$ cat config.mk
export PLATFORM = sky130hd
export DESIGN_NAME = ddr_port1_reader_flat
export DESIGN_NICKNAME = d
export VERILOG_FILES = /design/src/rtl/ddr_pkg.sv /design/src/rtl/ddr_port1_reader_if.sv /design/src/rtl/ddr_rd_out_reg.sv /design/src/rtl/ddr_port1_reader.sv /design/src/flat_wrapper.sv
export SDC_FILE = /design/constraint.sdc
export NUM_CORES = 1
export LEC_CHECK = 0
export CORE_ASPECT_RATIO = 0.5
export CORE_MARGIN = 3
export CORE_UTILIZATION = 46
export CTS_CLUSTER_DIAMETER = 120
export DETAILED_ROUTE_END_ITERATION = 8
export GPL_TIMING_DRIVEN = 0
export HOLD_SLACK_MARGIN = 0.03
export PLACE_DENSITY = 0.89
export SLEW_MARGIN = 20
export SYNTH_ARGS = -nofsm -noshare
export SYNTH_HDL_FRONTEND = slang
export SYNTH_SLANG_ARGS = --single-unit
$ cat constraint.sdc
create_clock -name clk -period 4 [get_ports clk]
set_input_delay 0.8 -clock clk [delete_from_list [all_inputs] [get_ports clk]]
set_output_delay 0.8 -clock clk [all_outputs]
set_load 0.01 [all_outputs]
$ cat src/rtl/ddr_pkg.sv
// Shared definitions for the MCB port-1 frame reader.
// Contents: reader FSM state type, MCB instruction codes, MCB burst and
// word-size limits.
package ddr_pkg;

  typedef enum logic [1:0] {
    ST_WAIT_CAL,
    ST_ARM,
    ST_CMD,
    ST_DRAIN
  } rd_state_e;

  localparam logic [2:0] CMD_WR = 3'b000;
  localparam logic [2:0] CMD_RD = 3'b001;

  localparam int MCB_MAX_BL     = 64;
  localparam int MCB_WORD_BYTES = 4;

endpackage

$ cat src/rtl/ddr_port1_reader_if.sv
// MCB user port 1 (command + read FIFO) and the outgoing pixel stream.
// Modports:
//   master - the frame reader: drives the command channel, read pops and
//            the pixel stream.
//   slave  - the MCB side and the display consumer.
interface ddr_port1_reader_if #(
  parameter int ADDR_W = 30
);
  logic              p1_cmd_full;
  logic              p1_cmd_en;
  logic [2:0]        p1_cmd_instr;
  logic [5:0]        p1_cmd_bl;
  logic [ADDR_W-1:0] p1_cmd_byte_addr;
  logic              p1_rd_empty;
  logic [31:0]       p1_rd_data;
  logic              p1_rd_overflow;
  logic              p1_rd_en;
  logic [31:0]       pix_data;
  logic              pix_valid;
  logic              pix_ready;
  logic              pix_sof;

  modport master (
    input  p1_cmd_full, p1_rd_empty, p1_rd_data, p1_rd_overflow, pix_ready,
    output p1_cmd_en, p1_cmd_instr, p1_cmd_bl, p1_cmd_byte_addr, p1_rd_en,
           pix_data, pix_valid, pix_sof
  );

  modport slave (
    output p1_cmd_full, p1_rd_empty, p1_rd_data, p1_rd_overflow, pix_ready,
    input  p1_cmd_en, p1_cmd_instr, p1_cmd_bl, p1_cmd_byte_addr, p1_rd_en,
           pix_data, pix_valid, pix_sof
  );
endinterface

$ cat src/rtl/ddr_rd_out_reg.sv
// Pixel output register and read-FIFO pop control.
// Ports:
//   clk, rst            - clock, async active-high reset
//   drain               - reader is in its drain state (pops allowed)
//   rd_empty, rd_data   - first-word-fall-through read FIFO head
//   sof_in              - next popped word starts a frame
//   pix_ready           - downstream accept
//   pop                 - read FIFO pop strobe (combinational)
//   pix_data/valid/sof  - registered output stream
module ddr_rd_out_reg (
  input  logic        clk,
  input  logic        rst,
  input  logic        drain,
  input  logic        rd_empty,
  input  logic [31:0] rd_data,
  input  logic        sof_in,
  input  logic        pix_ready,
  output logic        pop,
  output logic [31:0] pix_data,
  output logic        pix_valid,
  output logic        pix_sof
);

  // Pop when the register is free or is being emptied this cycle, so an
  // accept and a pop in the same cycle sustain one word per clock.
  assign pop = drain && !rd_empty && (!pix_valid || pix_ready);

  always_ff @(posedge clk or posedge rst) begin
    if (rst) begin
      pix_data  <= '0;
      pix_valid <= 1'b0;
      pix_sof   <= 1'b0;
    end else if (pop) begin
      pix_data  <= rd_data;
      pix_valid <= 1'b1;
      pix_sof   <= sof_in;
    end else if (pix_valid && pix_ready) begin
      pix_valid <= 1'b0;
      pix_sof   <= 1'b0;
    end
  end

endmodule

$ cat src/rtl/ddr_port1_reader.sv
// Read-side master for MCB user port 1: reads one frame region back from
// DDR in sequential bursts and streams it out with a start-of-frame flag.
// Ports:
//   clk, rst        - clock (shared with MCB port 1), async active-high reset
//   mem_calib_done  - MCB calibration done (asynchronous, synchronised here)
//   enable          - permit a new frame; sampled in ARM only
//   frame_base      - frame byte base address, latched in ARM
//   busy            - high while issuing or draining a burst
//   rd_err_count    - saturating FIFO error count (DDR_RD_ERR_CNT_EN only)
//   bus             - MCB port-1 command/read channel and pixel stream
// Optional feature macro: DDR_RD_ERR_CNT_EN.
//
// state    | meaning
// WAIT_CAL | waiting for synchronised MCB calibration
// ARM      | idle between frames; latch base on enable
// CMD      | issue next read burst when the command FIFO has room
// DRAIN    | pop the burst's words into the output register
module ddr_port1_reader
  import ddr_pkg::*;
#(
  parameter int BURST_LEN   = 64,
  parameter int FRAME_WORDS = 70560,
  parameter int ADDR_W      = 30
) (
  input  logic              clk,
  input  logic              rst,
  input  logic              mem_calib_done,
  input  logic              enable,
  input  logic [ADDR_W-1:0] frame_base,
  output logic              busy,
`ifdef DDR_RD_ERR_CNT_EN
  output logic [7:0]        rd_err_count,
`endif
  ddr_port1_reader_if.master bus
);

  localparam int BL_EFF = (BURST_LEN > MCB_MAX_BL) ? MCB_MAX_BL : BURST_LEN;
  localparam int WL_W   = $clog2(FRAME_WORDS + 1);

  rd_state_e         state;
  logic              cal_meta, cal_sync;
  logic [ADDR_W-1:0] addr;
  logic [WL_W-1:0]   words_left;
  logic [6:0]        burst_left;
  logic [6:0]        blen;
  logic              sof_pending;
  logic              pop;

  always_ff @(posedge clk or posedge rst) begin
    if (rst) begin
      cal_meta <= 1'b0;
      cal_sync <= 1'b0;
    end else begin
      cal_meta <= mem_calib_done;
      cal_sync <= cal_meta;
    end
  end

  // Last burst of a frame shrinks to whatever is left.
  always_comb begin
    blen = 7'(BL_EFF);
    if (32'(words_left) < 32'(BL_EFF)) blen = 7'(words_left);
  end

  assign bus.p1_cmd_instr = CMD_RD;
  assign busy = (state == ST_CMD) || (state == ST_DRAIN);

  always_ff @(posedge clk or posedge rst) begin
    if (rst) begin
      state                <= ST_WAIT_CAL;
      addr                 <= '0;
      words_left           <= '0;
      burst_left           <= '0;
      sof_pending          <= 1'b0;
      bus.p1_cmd_en        <= 1'b0;
      bus.p1_cmd_bl        <= '0;
      bus.p1_cmd_byte_addr <= '0;
    end else begin
      bus.p1_cmd_en <= 1'b0;
      case (state)
        ST_WAIT_CAL: if (cal_sync) state <= ST_ARM;
        ST_ARM: begin
          if (enable) begin
            addr        <= frame_base;
            words_left  <= WL_W'(FRAME_WORDS);
            sof_pending <= 1'b1;
            state       <= ST_CMD;
          end
        end
        ST_CMD: begin
          if (!bus.p1_cmd_full) begin
            bus.p1_cmd_en        <= 1'b1;
            bus.p1_cmd_bl        <= 6'(blen - 7'd1);
            bus.p1_cmd_byte_addr <= addr;
            addr                 <= addr + ADDR_W'(blen) * ADDR_W'(MCB_WORD_BYTES);
            words_left           <= words_left - WL_W'(blen);
            burst_left           <= blen;
            state                <= ST_DRAIN;
          end
        end
        ST_DRAIN: begin
          if (pop) begin
            sof_pending <= 1'b0;
            burst_left  <= burst_left - 7'd1;
            if (burst_left == 7'd1) state <= (words_left == '0) ? ST_ARM : ST_CMD;
          end
        end
        default: state <= ST_WAIT_CAL;
      endcase
    end
  end

  ddr_rd_out_reg u_out_reg (
    .clk       (clk),
    .rst       (rst),
    .drain     (state == ST_DRAIN),
    .rd_empty  (bus.p1_rd_empty),
    .rd_data   (bus.p1_rd_data),
    .sof_in    (sof_pending),
    .pix_ready (bus.pix_ready),
    .pop       (pop),
    .pix_data  (bus.pix_data),
    .pix_valid (bus.pix_valid),
    .pix_sof   (bus.pix_sof)
  );

  assign bus.p1_rd_en = pop;

`ifdef DDR_RD_ERR_CNT_EN
  // Popping an empty FIFO should never happen; counted as a backstop.
  always_ff @(posedge clk or posedge rst) begin
    if (rst) begin
      rd_err_count <= '0;
    end else if ((bus.p1_rd_overflow || (pop && bus.p1_rd_empty)) &&
                 (rd_err_count != 8'hFF)) begin
      rd_err_count <= rd_err_count + 8'd1;
    end
  end
`else
  logic unused_overflow;
  assign unused_overflow = bus.p1_rd_overflow;
`endif

endmodule

$ cat src/flat_wrapper.sv
// flat-port wrapper written by rule: the top's interface ports become plain ports
module ddr_port1_reader_flat import ddr_pkg::*;
#(
  parameter int BURST_LEN   = 64,
  parameter int FRAME_WORDS = 70560,
  parameter int ADDR_W      = 30
)
  (clk, rst, mem_calib_done, enable, frame_base, busy, bus_p1_cmd_full, bus_p1_rd_empty, bus_p1_rd_data, bus_p1_rd_overflow, bus_pix_ready, bus_p1_cmd_en, bus_p1_cmd_instr, bus_p1_cmd_bl, bus_p1_cmd_byte_addr, bus_p1_rd_en, bus_pix_data, bus_pix_valid, bus_pix_sof);
  ddr_port1_reader_if #(.ADDR_W(ADDR_W)) bus_i ();
  input  logic clk;
  input  logic rst;
  input  logic mem_calib_done;
  input  logic enable;
  input  logic [ADDR_W-1:0] frame_base;
  output logic busy;
  input wire logic [$bits(bus_i.p1_cmd_full)-1:0] bus_p1_cmd_full;
  input wire logic [$bits(bus_i.p1_rd_empty)-1:0] bus_p1_rd_empty;
  input wire logic [$bits(bus_i.p1_rd_data)-1:0] bus_p1_rd_data;
  input wire logic [$bits(bus_i.p1_rd_overflow)-1:0] bus_p1_rd_overflow;
  input wire logic [$bits(bus_i.pix_ready)-1:0] bus_pix_ready;
  output wire logic [$bits(bus_i.p1_cmd_en)-1:0] bus_p1_cmd_en;
  output wire logic [$bits(bus_i.p1_cmd_instr)-1:0] bus_p1_cmd_instr;
  output wire logic [$bits(bus_i.p1_cmd_bl)-1:0] bus_p1_cmd_bl;
  output wire logic [$bits(bus_i.p1_cmd_byte_addr)-1:0] bus_p1_cmd_byte_addr;
  output wire logic [$bits(bus_i.p1_rd_en)-1:0] bus_p1_rd_en;
  output wire logic [$bits(bus_i.pix_data)-1:0] bus_pix_data;
  output wire logic [$bits(bus_i.pix_valid)-1:0] bus_pix_valid;
  output wire logic [$bits(bus_i.pix_sof)-1:0] bus_pix_sof;
  assign bus_i.p1_cmd_full = bus_p1_cmd_full;
  assign bus_i.p1_rd_empty = bus_p1_rd_empty;
  assign bus_i.p1_rd_data = bus_p1_rd_data;
  assign bus_i.p1_rd_overflow = bus_p1_rd_overflow;
  assign bus_i.pix_ready = bus_pix_ready;
  assign bus_p1_cmd_en = bus_i.p1_cmd_en;
  assign bus_p1_cmd_instr = bus_i.p1_cmd_instr;
  assign bus_p1_cmd_bl = bus_i.p1_cmd_bl;
  assign bus_p1_cmd_byte_addr = bus_i.p1_cmd_byte_addr;
  assign bus_p1_rd_en = bus_i.p1_rd_en;
  assign bus_pix_data = bus_i.pix_data;
  assign bus_pix_valid = bus_i.pix_valid;
  assign bus_pix_sof = bus_i.pix_sof;
  ddr_port1_reader #(.BURST_LEN(BURST_LEN), .FRAME_WORDS(FRAME_WORDS), .ADDR_W(ADDR_W)) u_core (.clk(clk), .rst(rst), .mem_calib_done(mem_calib_done), .enable(enable), .frame_base(frame_base), .busy(busy), .bus(bus_i));
endmodule
Yosys cells after proc, flatten, opt, wreduce, memory -nomap -nowiden
Index checks and enable logic that the tools add are counted.

Order comparisons: 1. $add $sub $neg: 4. Reduce and logical (&&, ||, !) cells: 18. Equal/unequal tests: 9. Bitwise logic cells: 1. Multiplexer cells: 25.

Operator list (count): $mux 30 (2); $pmux 30 s2 (1); $mux 17 (2); $pmux 17 s2 (1); $add 30x9->30 (1); $mux 7 (3); $logic_not 17->1 (1); $lt 17x7->1 const B (1); $sub 17x7->17 (1); $pmux 7 s2 (1); $mux 2 (6); $reduce_and 3->1 (3); $pmux 2 s4 (1); $reduce_bool 2->1 (4); $eq 7x1->1 const B (1); $mux 1 (7); $sub 7x1->7 const B (1); $ne 2x2->1 const B (3); $sub 6x1->6 const B (1); $reduce_and 5->1 (1); $eq 2x2->1 const B (2); $ne 2x1->1 const B (2); $logic_and 1x1->1 (3); $eq 2x1->1 const B (1); other kinds (6) (8).

Register bits: 130. Input bits: 70. Output and inout bits: 76.

Logic depth before layout (Yosys ltp)
Gate-level depths: netlist (run 1).

Word-level depth: 5. Depth in mapped cells: 12. Depth with buffers taken out: 12.

Modules after synthesis
A second synthesis (run 1) with hierarchy kept.

Cell total of the unflattened synthesis: 645. Area, all modules: 6401.1 um2.

Modules (own cells, without submodules): ddr_port1_reader (area an instance 5091.1 um2, cells an instance 568, times used 1); ddr_rd_out_reg (area an instance 1310.0 um2, cells an instance 77, times used 1).

Least setup slack after synthesis (run 1)
No wires, ideal clock.

Path type: register to register. From: register u_core.words_left[8]. To: register u_core.addr[24]. Setup time: 144 ps. Path slack: 717 ps. Arrival: 3139 ps. Stages on the path, launching flop included: 13. Required time: 3856 ps. Path through: dfrtp_1 -> or4_4 -> nor4_4 -> nand2_1 -> inv_1 -> ha_1 -> inv_1 -> fa_1 -> nor2b_1 -> o31a_1 -> o211ai_1 -> o311ai_0 -> o311ai_1.

Cells in the longest elaborated chain, start to end: 5.

Ends and longest elaborated chain: start, declared (RTL line ddr_port1_reader.sv:43) `logic [WL_W-1:0] words_left;`; start signal, assigned (RTL line ddr_port1_reader.sv:85) `words_left <= WL_W'(FRAME_WORDS);`; start signal, assigned (RTL line ddr_port1_reader.sv:96) `words_left <= words_left - WL_W'(blen);`; $lt 17x7->1 (RTL line ddr_port1_reader.sv:62) `if (32'(words_left) < 32'(BL_EFF)) blen = 7'(words_left);`; $mux 7 (RTL line ddr_port1_reader.sv:62); $add 30x9->30 (RTL line ddr_port1_reader.sv:95) `addr <= addr + ADDR_W'(blen) * ADDR_W'(MCB_WORD_BYTES);`; $mux 30 (RTL line ddr_port1_reader.sv:91) `if (!bus.p1_cmd_full) begin`; $pmux 30 s2 (RTL line ddr_port1_reader.sv:80) `case (state)`; end signal, assigned (RTL line ddr_port1_reader.sv:84) `addr <= frame_base;`; end signal, assigned (RTL line ddr_port1_reader.sv:95); end, declared (RTL line ddr_port1_reader.sv:42) `logic [ADDR_W-1:0] addr;`.

No other way between the ends. The select of a mux whose other input is x is not followed. A chain may end at the register's enable or synchronous reset.

Worst setup path after layout (run 1)
From: register u_core.words_left[8]. To: register u_core.addr[28].

The elaborated chain is that of the path after synthesis.

==> results of run 1 <==
flip-flops by register name (all words and copies together) (netlist names):
signal                       cells
u_core.sof_pending               1
u_core.cal_sync                  1
u_core.bus.p1_cmd_bl             6
u_core.cal_meta                  1
u_core.words_left               17
u_core.bus.p1_cmd_en             1
u_core.bus.p1_cmd_byte_addr     30
u_core.burst_left                7
u_core.u_out_reg.pix_sof         1
u_core.u_out_reg.pix_valid       1
u_core.u_out_reg.pix_data       32
u_core.state                     2
u_core.addr                     30
through the flow:
| step | setup TNS [ps] | power (mW) | utilization |
|---|---|---|---|
| 5_1_grt | -39.0 | 6.11 | 0.671 |
| 4_1_cts | 0 | 5.78 | 0.670 |
| 3_3_place_gp | 0 | 3.94 | 0.614 |
| 2_1_floorplan | 0 | 3.12 | - |
| 3_5_place_dp | 0 | 4.04 | 0.620 |
| 6_report | 0 | 5.81 | 0.671 |
cells by family (layout without fill, tap and decap cells):
group / count (synthesis) / count (layout) / share of synthesized area
xor+xnor: 14 / 14 / 0.0192
mux: 7 / 7 / 0.0112
simple gates: 373 / 373 / 0.264
compound gates: 122 / 122 / 0.132
other cells: 2 / 5 / 0.00118
fa+ha+maj: 13 / 13 / 0.0267
buf+inv: 54 / 234 / 0.0355
flops: 130 / 130 / 0.510
critical path, cell delays in order (launching register included):
cell	delay (ps)
dfrtp_1	440
or4_4	590
nor4_4	320
nand2_1	170
inv_1	170
ha_1	230
inv_1	70
fa_1	400
nor2b_2	180
o31a_1	350
o21ai_1	250
or4_1	540
o211ai_1	110
area by class of cell:
cell class              count  area [µm²]  share of cell area
clock buffers              19         443              0.0504
repair buffers            148        1520               0.173
plain buffers              37         163              0.0185
clock inverters            13         195              0.0222
well taps                 186         233              0.0265
flip-flops and latches    130        3250               0.370
inverters                  17        67.6             0.00768
multi-input cells         534        2920               0.332
final timing paths:
check / end / cells after the start
worst max register to register: u_core.addr[28] / 12
min in group asynchronous: u_core.u_out_reg.pix_data[24] / 2
worst min register to register: u_core.cal_sync / 0
max in group asynchronous: u_core.words_left[15] / 5
worst max-delay path: u_core.addr[28] / 12
worst min-delay path: u_core.cal_sync / 0
power groups by stage:
stage / Clock, mW / Combinational, mW / Sequential, mW
CTS: 1.71 / 1.92 / 2.15
detailed placement: 0 / 1.88 / 2.16
global route: 1.77 / 2.12 / 2.22
finish: 1.70 / 1.94 / 2.17
global placement: 0 / 1.80 / 2.13
floorplan: 0 / 0.932 / 2.19
layer usage:
| metal | track usage | up-vias | share of wire |
|---|---|---|---|
| met5 | 0 | - | 0 |
| met4 | 0.0860 | 0 | 0.018 |
| met3 | 0.0522 | 49 | 0.088 |
| met2 | 0.437 | 377 | 0.47 |
| met1 | 0.357 | 2989 | 0.42 |
| li1 | - | 2805 | - |
cells in the mapped netlist (5+ instances only):
| master | instances |
|---|---|
| o211ai_1 | 12 |
| nor3_1 | 8 |
| or3_1 | 12 |
| a21oi_1 | 19 |
| nand3_1 | 23 |
| inv_1 | 14 |
| nor2b_1 | 5 |
| o311ai_0 | 7 |
| mux2i_1 | 6 |
| nand3b_1 | 5 |
| o21ai_1 | 8 |
| buf_1 | 10 |
| nor2_1 | 36 |
| o21ai_0 | 23 |
| nand2_1 | 235 |
| nor4_1 | 9 |
| ha_1 | 12 |
| and2_1 | 6 |
| xnor2_1 | 10 |
| clkbuf_1 | 19 |
| dfrtp_1 | 130 |
| a22oi_1 | 6 |
| or4_1 | 6 |
repair_timing:
item / CTS / global route
endpoints found under the setup margin: 4 / 14
endpoints found under the hold margin: 0 / 0
buffers inserted: 2 / 1
pin swaps: 1 / 3
resized for setup: 0 / 4
==> metrics, run 1 <==
Hold WS around 360 ps; clock share of power 0.294; Nets 968; share of cells above drive strength 1 0.0735; fin cells about 1100; sequential share of power 0.373; NetSw around 2 mW; Max clock buf depth 2; Layout fillers roughly 1000; All-Layer GR Usage 0.263; DRT Wirelength roughly 20000 µm; cell-internal power roughly 3.8 mW; Detail Route Antenna Nets 0; average via count per standard cell between 5 and 6; worst hold start u_core.cal_meta; final setup violation count 0; Post-CTS Hold Fix Bufs 0; Die ar. roughly 0.015 mm²; DP Worst Slack around 51 ps; Die Y just under 90 µm; Crit path required time around 4300 ps; count of different cell masters after synthesis 70; post-synth top area cell dfrtp_1; max-cap viol count 0; synthesized area 0.00638 mm²; worst setup margin between 70 and 80 ps; syn_area_per_cell around 8.9 µm²; logic gate share of total power 0.333; Seq/Total Area, Yosys 0.510; Synth Register Bits 130; DRC violations left 0; endpoints failing hold 0; sw frac 0.353; commonest non-fill, non-tap cell in the layout nand2_1; Placed Area just over 0.008 mm²; vias in the first global route 6270; Detailed Routing Iterations Pass 1 7; Die Wd ~170 µm; Pleak roughly 4.0 nW; maximum clock frequency about 260 MHz; share of the synthesized area in the top cell type 0.510; cell row count 29; core area approximately 0.013 mm²; initial DRC count between 600 and 700; status completed; CTS root buffer clkbuf_16; asr flop ratio synth 1.00; gate count of the mapped netlist 715; initial antenna violation count 0; headroom to the max-slew limit 0.361; Top-Level Pins around 150; Crit Path Max Fanout 6; routed len/inst 18.5 µm; crit path DAT between 4000 and 5000 ps; most frequent cells in the layout nand2_1, clkdlybuf4s50_1, dfrtp_1; largest net degree at the start of global routing 32; yosys synthesis warning count 0; final period utilization 0.980; Starting Density 0.487; Worst setup EP type flip-flop; grt ovf 0; Ant. Diodes 0; CTS tree done; Post-synth EDFFs 0; gpl congestion between 0.9 and 1; worst skew pair latency 420 ps; fin. max-slew vios 0; largest cells by area after synthesis dfrtp_1, nand2_1, ha_1, nor2_1, nand3_1; type of origin of the critical path flip-flop; Worst Hold Class flip-flop to flip-flop; maximum vdd drop roughly 370 µV; Main synth FF type dfrtp_1; Critical path origin u_core.words_left[8]; reg2reg start u_core.words_left[8]; P per Cell Area around 660 mW/mm²; H-tree depth 4; area grow syn2layout 37.8%; Worst Skew 13.2 ps; clock slew at reported path FFs roughly 60 ps; IO Port Bufs around 140; placed insts around 1000; final std cell area, no fill about 0.0088 mm²; min Tclk post-route 3920 ps; first-pass GRT wire length ~32000 µm; Worst-Margin Slew roughly 950 ps; total vias in the final route just over 6000; Num CTS Buffers 17; reg-to-reg setup timing slack 80 ps; clock sinks 130; DP Wirelength approximately 14000 µm; Setup Crit Path Kind flip-flop to flip-flop
No activity file was read; power rests on OpenSTA's default activity.
==> inputs of run 2 (changes only) <==
--- a/config.mk
+++ b/config.mk
@@ -5,7 +5,6 @@
 export SDC_FILE = /design/constraint.sdc
 export NUM_CORES = 1
 export LEC_CHECK = 0
-export CORE_ASPECT_RATIO = 0.5
 export CORE_MARGIN = 3
 export CORE_UTILIZATION = 46
 export CTS_CLUSTER_DIAMETER = 120
==> run 2 against run 1 <==
Effect of this change: combinational power shrank 3%; clock power shrank 8%; sequential power is essentially flat; worst hold slack lost 13 ps; core utilization shrank 1.9 points; die area shrank 0.56%; via count shrank 2.6%; sequential share of layout area grew 0.24 points; final cell count shrank 1.0%; clock skew shrank 6.5 ps; critical endpoint is now u_core.addr[24]; largest cell class unchanged; highest routed layer unchanged.
==> metrics, run 2 (same netlist as run 1, synthesis figures left out) <==
type of origin of the critical path flip-flop; Layout fillers ~1000; DRT Wirelength around 18000 µm; Power Total 5.61 mW; crit path DAT 4230 ps; NetSw 1.91 mW; largest reg by FF count u_core.u_out_reg.pix_data; top flop regs u_core.u_out_reg.pix_data: 32 flops, u_core.addr: 30 flops, u_core.bus.p1_cmd_byte_addr: 30 flops; area grow syn2layout 36.9%; final setup violation count 0; Top-Level Pins 146; Crit Path Max Fanout 7; worst skew pair latency 420 ps; first-pass GRT wire length around 28000 µm; Setup Total Neg Slack 0 ps; All-Layer GR Usage 0.241; final core utilization 0.652; cell row count 42; Nets 969; cell-internal power between 3 and 4 mW; Ant. Diodes 0; endpoints failing hold 0; Detailed Routing Iterations Pass 1 5; area of the multi-input gates ~0.0029 mm²; Placed Area between 0.008 and 0.009 mm²; fin. max-slew vios 0; DP Wirelength between 10000 and 15000 µm; Die ar. roughly 0.015 mm²; sw frac 0.340; Starting Density 0.476; P per Cell Area around 640 mW/mm²; CTS tree done; initial DRC count roughly 640; DRC violations left 0; fin cells about 1100; register area between 0.003 and 0.004 mm²; Crit path required time ~4300 ps; vias in the first global route roughly 5700; Num CTS Buffers 17; average via count per standard cell 5.64; min Tclk post-route slightly below 4000 ps; max reg flops 32; clock sinks between 100 and 150; initial antenna violation count 0; final period utilization 0.976; Detail Route Antenna Nets 0; Worst-Margin Slew between 800 and 900 ps; Post-CTS Hold Fix Bufs 0; H-tree depth 4; Die Wd approximately 120 µm; core area 0.0134 mm²; sequential share of power 0.385; Die Y 124 µm; Worst Skew 6.71 ps; IO Port Bufs between 100 and 150; grt ovf 0; maximum clock frequency between 200 and 300 MHz; logic gate share of total power 0.337; status completed; Pleak between 3 and 4 nW; Worst setup EP type flip-flop; most frequent cells in the layout nand2_1, clkdlybuf4s50_1, dfrtp_1; CTS root buffer clkbuf_16; headroom to the max-slew limit 0.409; commonest non-fill, non-tap cell in the layout nand2_1; share of cells above drive strength 1 0.0691; total vias in the final route roughly 6100; final std cell area, no fill around 0.0087 mm²; largest net degree at the start of global routing 32; maximum vdd drop approximately 310 µV; max-cap viol count 0; clock slew at reported path FFs about 60 ps; Setup Crit Path Kind flip-flop to flip-flop; placed insts slightly above 1000; gpl congestion just under 1; Max clock buf depth 2; routed len/inst 17.2 µm; Worst Hold Class flip-flop to flip-flop; clock share of power 0.278
==> run 2: changes by cell type in the layout (fill, tap and decap cells not counted), moves of 2 or more <==
cell	before	now
clkinv_2	0	2
o311ai_0	6	4
o311ai_1	2	4
clkinvlp_4	4	1
inv_6	6	0
clkbuf_8	1	7
bufinv_16	4	2
==> run 2: layout make-up <==
type                            count  share of cell area
Sequential cell                   130               0.372
Multi-Input combinational cell    534               0.333
Timing Repair Buffer              149               0.174
Clock buffer                       26              0.0606
Tap cell                          176              0.0252
Buffer                             37              0.0186
Clock inverter                      4             0.00802
Inverter                           17             0.00773
==> run 2: path summary, 6_finish.rpt <==
kind / slack, ps / to / startpoint / cells past startpoint
max in group asynchronous: 2490 / u_core.bus.p1_cmd_byte_addr[13] / rst / 4
setup reg to reg: 100 / u_core.addr[24] / u_core.words_left[8] / 13
hold reg to reg: 350 / u_core.cal_sync / u_core.cal_meta / 0
hold / removal: 350 / u_core.cal_sync / u_core.cal_meta / 0
min in group asynchronous: 770 / u_core.bus.p1_cmd_byte_addr[2] / rst / 2
setup / recovery: 100 / u_core.addr[24] / u_core.words_left[8] / 13
==> run 2: critical path, cell delays in order, from the launching register on <==
cell and delay [ps]:
dfrtp_1 430, or4_4 590, nor4_4 270, buf_4 200, nand2_1 80, inv_1 150
ha_1 250, inv_1 70, fa_1 370, nor2b_1 220, o31a_1 320, o211ai_1 290
nand2b_1 270, o311ai_1 280
==> run 2: routing by layer <==
layer | GRT usage | wire, µm | vias to the layer above
met1 | 0.317 | 7390 | 2903
li1 | - | - | 2801
met4 | 0.0934 | 552 | 0
met2 | 0.380 | 8920 | 302
met3 | 0.0645 | 1580 | 50
met5 | 0 | 0 | -
==> run 2: repair_timing <==
item / in CTS / in global routing
setup buffers: 0 / 4
gates resized for setup: 0 / 3
endpoints found under the setup margin: 0 / 7
==> run 2: power by group through the flow <==
| stage | registers (mW) | clock network [mW] | logic (mW) |
|---|---|---|---|
| final | 2.16 | 1.56 | 1.89 |
| after global routing | 2.21 | 1.63 | 2.08 |
| after CTS | 2.15 | 1.57 | 1.89 |
| after detailed placement | 2.16 | 0 | 1.86 |
| after global placement | 2.14 | 0 | 1.80 |
| after floorplan | 2.19 | 0 | 0.932 |
==> run 2: stage by stage <==
step | hold slack [ps] | setup slack (ps)
floorplan | 331 | 717
global placement | 338 | 203
detailed placement | 338 | 99.1
CTS | 348 | 5.00
global route | 360 | -27.3
finish | 347 | 97.1
